## src/rtl/atp_top_level_module.sv

```systemverilog
// atp_top_level_module: self-service checkout FSM (menu, scan, pay, print) with edge-detected
// touch/scan inputs, timeout on idle menu/payment, and a timed receipt acknowledge.
module atp_top_level_module #(
  parameter logic [9:0] BILL_AMOUNT    = 10'd100,
  parameter int         SCAN_CYCLES    = 2,
  parameter int         PRINT_CYCLES   = 4,
  parameter int         TIMEOUT_CYCLES = 255
) (
  input  logic       clk,
  input  logic       reset,
  input  logic       user_touch,
  input  logic       scan_start,
  input  logic [9:0] cash_inserted,
  output logic       ack_printed
);
  localparam int MAXP = (TIMEOUT_CYCLES > SCAN_CYCLES) ?
                        ((TIMEOUT_CYCLES > PRINT_CYCLES) ? TIMEOUT_CYCLES : PRINT_CYCLES) :
                        ((SCAN_CYCLES > PRINT_CYCLES) ? SCAN_CYCLES : PRINT_CYCLES);
  localparam int CW = $clog2(MAXP + 1);
  localparam logic [CW-1:0] SCAN_LAST  = CW'(SCAN_CYCLES - 1);
  localparam logic [CW-1:0] PRINT_LAST = CW'(PRINT_CYCLES - 1);
  localparam logic [CW-1:0] TO_LAST    = CW'(TIMEOUT_CYCLES - 1);

  typedef enum logic [2:0] {IDLE = 3'd0, MENU = 3'd1, SCAN = 3'd2, PAY = 3'd3, PRINT = 3'd4} state_t;

  state_t        state_q;
  logic [CW-1:0] cnt_q;
  logic [9:0]    bill_q, change_q, cash_q;
  logic          touch_q, scan_q, ack_q;
  logic          touch_edge, scan_edge, cash_chg;

  assign touch_edge  = user_touch & ~touch_q;
  assign scan_edge   = scan_start & ~scan_q;
  assign cash_chg    = cash_inserted != cash_q;
  assign ack_printed = ack_q;

  // cnt_q is shared by every timed state; it only increments below its limit, so it never wraps
  always_ff @(posedge clk or negedge reset) begin
    if (!reset) begin
      state_q  <= IDLE;
      cnt_q    <= '0;
      bill_q   <= '0;
      change_q <= '0;
      cash_q   <= '0;
      touch_q  <= 1'b0;
      scan_q   <= 1'b0;
      ack_q    <= 1'b0;
    end else begin
      touch_q <= user_touch;
      scan_q  <= scan_start;
      cash_q  <= cash_inserted;
      case (state_q)
        IDLE: if (touch_edge) begin
          state_q <= MENU;
          cnt_q   <= '0;
        end
        MENU: if (scan_edge) begin
          state_q <= SCAN;
          cnt_q   <= '0;
        end else if (cnt_q == TO_LAST) begin
          state_q <= IDLE;
          cnt_q   <= '0;
        end else cnt_q <= cnt_q + 1'b1;
        SCAN: if (cnt_q == SCAN_LAST) begin
          state_q <= PAY;
          cnt_q   <= '0;
          bill_q  <= BILL_AMOUNT;
        end else cnt_q <= cnt_q + 1'b1;
        PAY: if (cash_inserted >= bill_q) begin
          state_q  <= PRINT;
          cnt_q    <= '0;
          change_q <= cash_inserted - bill_q;
          ack_q    <= 1'b1;
        end else if (cash_chg) cnt_q <= '0;
        else if (cnt_q == TO_LAST) begin
          state_q <= IDLE;
          cnt_q   <= '0;
          bill_q  <= '0;
        end else cnt_q <= cnt_q + 1'b1;
        PRINT: if (cnt_q == PRINT_LAST) begin
          state_q  <= IDLE;
          cnt_q    <= '0;
          ack_q    <= 1'b0;
          bill_q   <= '0;
          change_q <= '0;
        end else cnt_q <= cnt_q + 1'b1;
        default: begin
          state_q <= IDLE;
          cnt_q   <= '0;
          ack_q   <= 1'b0;
        end
      endcase
    end
  end
endmodule

```

## config.mk

```make
export PLATFORM = sky130hd
export DESIGN_NAME = atp_top_level_module
export DESIGN_NICKNAME = d
export VERILOG_FILES = /design/src/rtl/atp_top_level_module.sv
export SDC_FILE = /design/constraint.sdc
export NUM_CORES = 1
export LEC_CHECK = 0
export CAP_MARGIN = 20
export CELL_PAD_IN_SITES_DETAIL_PLACEMENT = 1
export CELL_PAD_IN_SITES_GLOBAL_PLACEMENT = 2
export CORE_MARGIN = 2
export CORE_UTILIZATION = 32
export DETAILED_ROUTE_END_ITERATION = 8
export GPL_ROUTABILITY_DRIVEN = 0
export PLACE_DENSITY_LB_ADDON = 0.25
export SYNTH_ARGS = -nofsm -noshare
export SYNTH_HDL_FRONTEND = slang
export SYNTH_SLANG_ARGS = --single-unit
```

## constraint.sdc

```tcl
create_clock -name clk -period 1.9 [get_ports clk]
set_input_delay 0.57 -clock clk [delete_from_list [all_inputs] [get_ports clk]]
set_output_delay 0.57 -clock clk [all_outputs]
set_load 0.05 [all_outputs]
```

==> metrics.yaml <==
worst-path-max-fanout: 5
finalWorstSetupSlack_ns: -0.196
synth.avg_cell_area_um2: 10.7
fp.dieW_um: 70.0
cp_data_arrival_time_ns: 2.26
drive_gt1_share_pct: 38.1
start_kind: "flip-flop"
synth_flop_cell: "dfrtp_1"
status: "finished with violations"
io_pins: 15
end_kind: "flip-flop"
hold_violations: 0
instances_no_fill: 231
finalNetCount: 202
ant_nets: 0
die_h_um: 70.0
cap_violations: 0
synth-edff-count: 0
synth_area_um2: 1390
ys_ff_latch: 25
start_util_pct: 34.1
reg2reg_from: "bill_q[5]"
fp-row-count: 23
cts_buffers: 3
grt_pass1_wl_um: 6420
finalSetupViolCount: 13
drt-total-wl_um: 3680
drt_iter0_markers: 40
hold_class: "input pin to flip-flop"
rsz0062_at_grt: "true"
port_buffers: 14
worstHoldStart: "cash_inserted[2]"
reg2reg_setup_slack_ns: -0.20
yosysSeqAreaShare_pct: 44.9
root_buffer: "clkbuf_8"
gr-usage-all-layers_pct: 16.2
overflow: 0
dp_slack_ns: -0.826
relSlewSlack_pct: 76.3
yosysTopAreaCell: "dfrtp_1"
ys_types: 41
die_area_um2: 4900
critPathRequiredTime_ns: 2.07
grt.met3_usage_pct: 2.31
ctsHoldBuffers: 0
grt_pass1_vias: 1364
clockPowerShare_pct: 13.9
diodes: 0
drc_errors: 0
routed-via-count: 1166
comb_power_share_pct: 57.6
syn-num-nets: 150
drv_slew: 0
crit_start: "bill_q[5]"
p_sw_share_pct: 37.5
dr.pass1.iters: 4
vias_per_cell: 5.05
fmax_mhz: 477
insertion_delay_ns: 0.27
met2_usage_pct: 30.5
hold_depth: 2
pwr-share-seq_pct: 28.5
min_period_ns: 2.10
wl_per_cell_um: 15.9
placedCellCount: 218
p_leak_nw: 0.915
cts.sinks: 25
clock-skew-final_ns: 0.00138
area_delta_synth_final_pct: 44.8
async_reset_ff_share_pct: 100
synthTopCellsByCount: "dfrtp_1, xor2_1, inv_1, nand2_1, nand3_1"
power_density_nw_per_um2: 1210
worst_slew_pin_slew_ns: 0.353
peakVddDrop_v: 0.000569
grt_max_degree: 26
core_um2: 4090
clockBufferDepth: 2
switching_power_mw: 0.914
ys_warn_count: 0
clk_pin_slew_ns: 0.10
crit_type: "flip-flop to flip-flop"
reg2reg_depth: 11
synth_top_area_share_pct: 44.9
p_total_mw: 2.44
p_int_mw: 1.52
synth_area_leaders: "dfrtp_1, xor2_1, ha_1, nand3_1, and3_1"
busiest_layer: "met2"
cts_tree: "done"
violations: "setup timing"
antenna_found_initial: 0
period_share_pct: 110
grtUsageMet1_pct: 19.6
htreeDepth: 1
hpwl_um: 2590
syn_inst: 130
yosysMostFrequentCell: "dfrtp_1"
[critical path, cell delays in order (launching register included)]
cell and delay [ns]:
dfrtp_1 0.38, inv_2 0.06, buf_4 0.12, buf_4 0.12, ha_1 0.26, and2b_1 0.17, o221ai_4 0.11, nand4_1 0.15
o21ai_4 0.07, buf_4 0.16, buf_16 0.12, mux2_2 0.25
[layout make-up]
| type | count | area (µm²) |
|---|---|---|
| Clock buffer | 3 | 41.3 |
| Clock inverter | 1 | 7.51 |
| Fill cell | 461 | 2070 |
| Inverter | 8 | 30.0 |
| Multi-Input combinational cell | 93 | 805 |
| Sequential cell | 25 | 626 |
| Tap cell | 50 | 62.6 |
| Timing Repair Buffer | 51 | 445 |
[worst paths after layout]
check,to
setup / recovery,cnt_q[0]
hold / removal,cash_q[2]
setup reg to reg,cnt_q[0]
hold reg to reg,ack_printed
max in group asynchronous,cnt_q[3]
min in group asynchronous,cash_q[9]
[stage by stage]
| step | cell area (µm²) | hold slack, ns | utilization (%) | TNS (ns) |
|---|---|---|---|---|
| floorplan | 1410 | 0.274 | - | -1.10 |
| global placement | 1800 | 0.516 | 44.0 | -8.88 |
| detailed placement | 1800 | 0.553 | 44.0 | -9.31 |
| CTS | 1990 | 0.528 | 48.7 | -1.99 |
| global route | 2020 | 0.527 | 49.4 | -3.31 |
| finish | 2020 | 0.531 | 49.4 | -1.83 |
[power groups by stage]
stage	Sequential (mW)	Clock, mW	Combinational, mW
2_1_floorplan	0.729	0	0.663
3_3_place_gp	0.689	0	1.05
3_5_place_dp	0.700	0	1.09
4_1_cts	0.694	0.346	1.36
5_1_grt	0.708	0.375	1.52
6_report	0.695	0.339	1.40
[routing by layer]
metal  wire length, µm  up-vias
met4                17        0
met5                 0        -
met3                51        2
met2              1920        5
met1              1690      589
li1                  -      570
[cell usage in the layout (no fill, tap or decap), types with 4 or more instances in the layout]
cell             instances
and3_1                   5
buf_4                   31
buf_6                    5
clkdlybuf4s50_1          5
dfrtp_1                 25
dlygate4sd2_1            5
ha_1                     5
inv_1                    6
nand2_1                  7
nand3_1                  8
nor2_1                   7
nor4_2                   4
xor2_1                   8
[what timing repair did]
| action | CTS | global route |
|---|---|---|
| resized for setup | 36 | 3 |
| pin swaps | 7 | 3 |
| buffers inserted | 7 | 2 |
| hold endpoints to repair | 0 | 0 |
| gates cloned | 1 | 0 |
| endpoints found under the setup margin | 13 | 13 |
[logic make-up (layout without fill, tap and decap cells)]
| logic type | after synthesis | in the layout | share of synthesized area, % |
|---|---|---|---|
| and+or+nand+nor | 46 | 46 | 19.2 |
| xor gates and xnor gates | 12 | 12 | 7.55 |
| muxes | 4 | 4 | 2.96 |
| DFF | 25 | 25 | 44.9 |
| adders and majority gates | 6 | 6 | 5.39 |
| buffers and inverters | 12 | 63 | 4.85 |
| AOI/OAI and AO/OA | 25 | 25 | 15.1 |
[sequential cells by signal, indices dropped and copies added, names as in the netlist]
register,count
cash_q,10
scan_q,1
cnt_q,8
ack_printed,1
touch_q,1
bill_q,1
state_q,3
No activity file was read; power rests on OpenSTA's default activity.
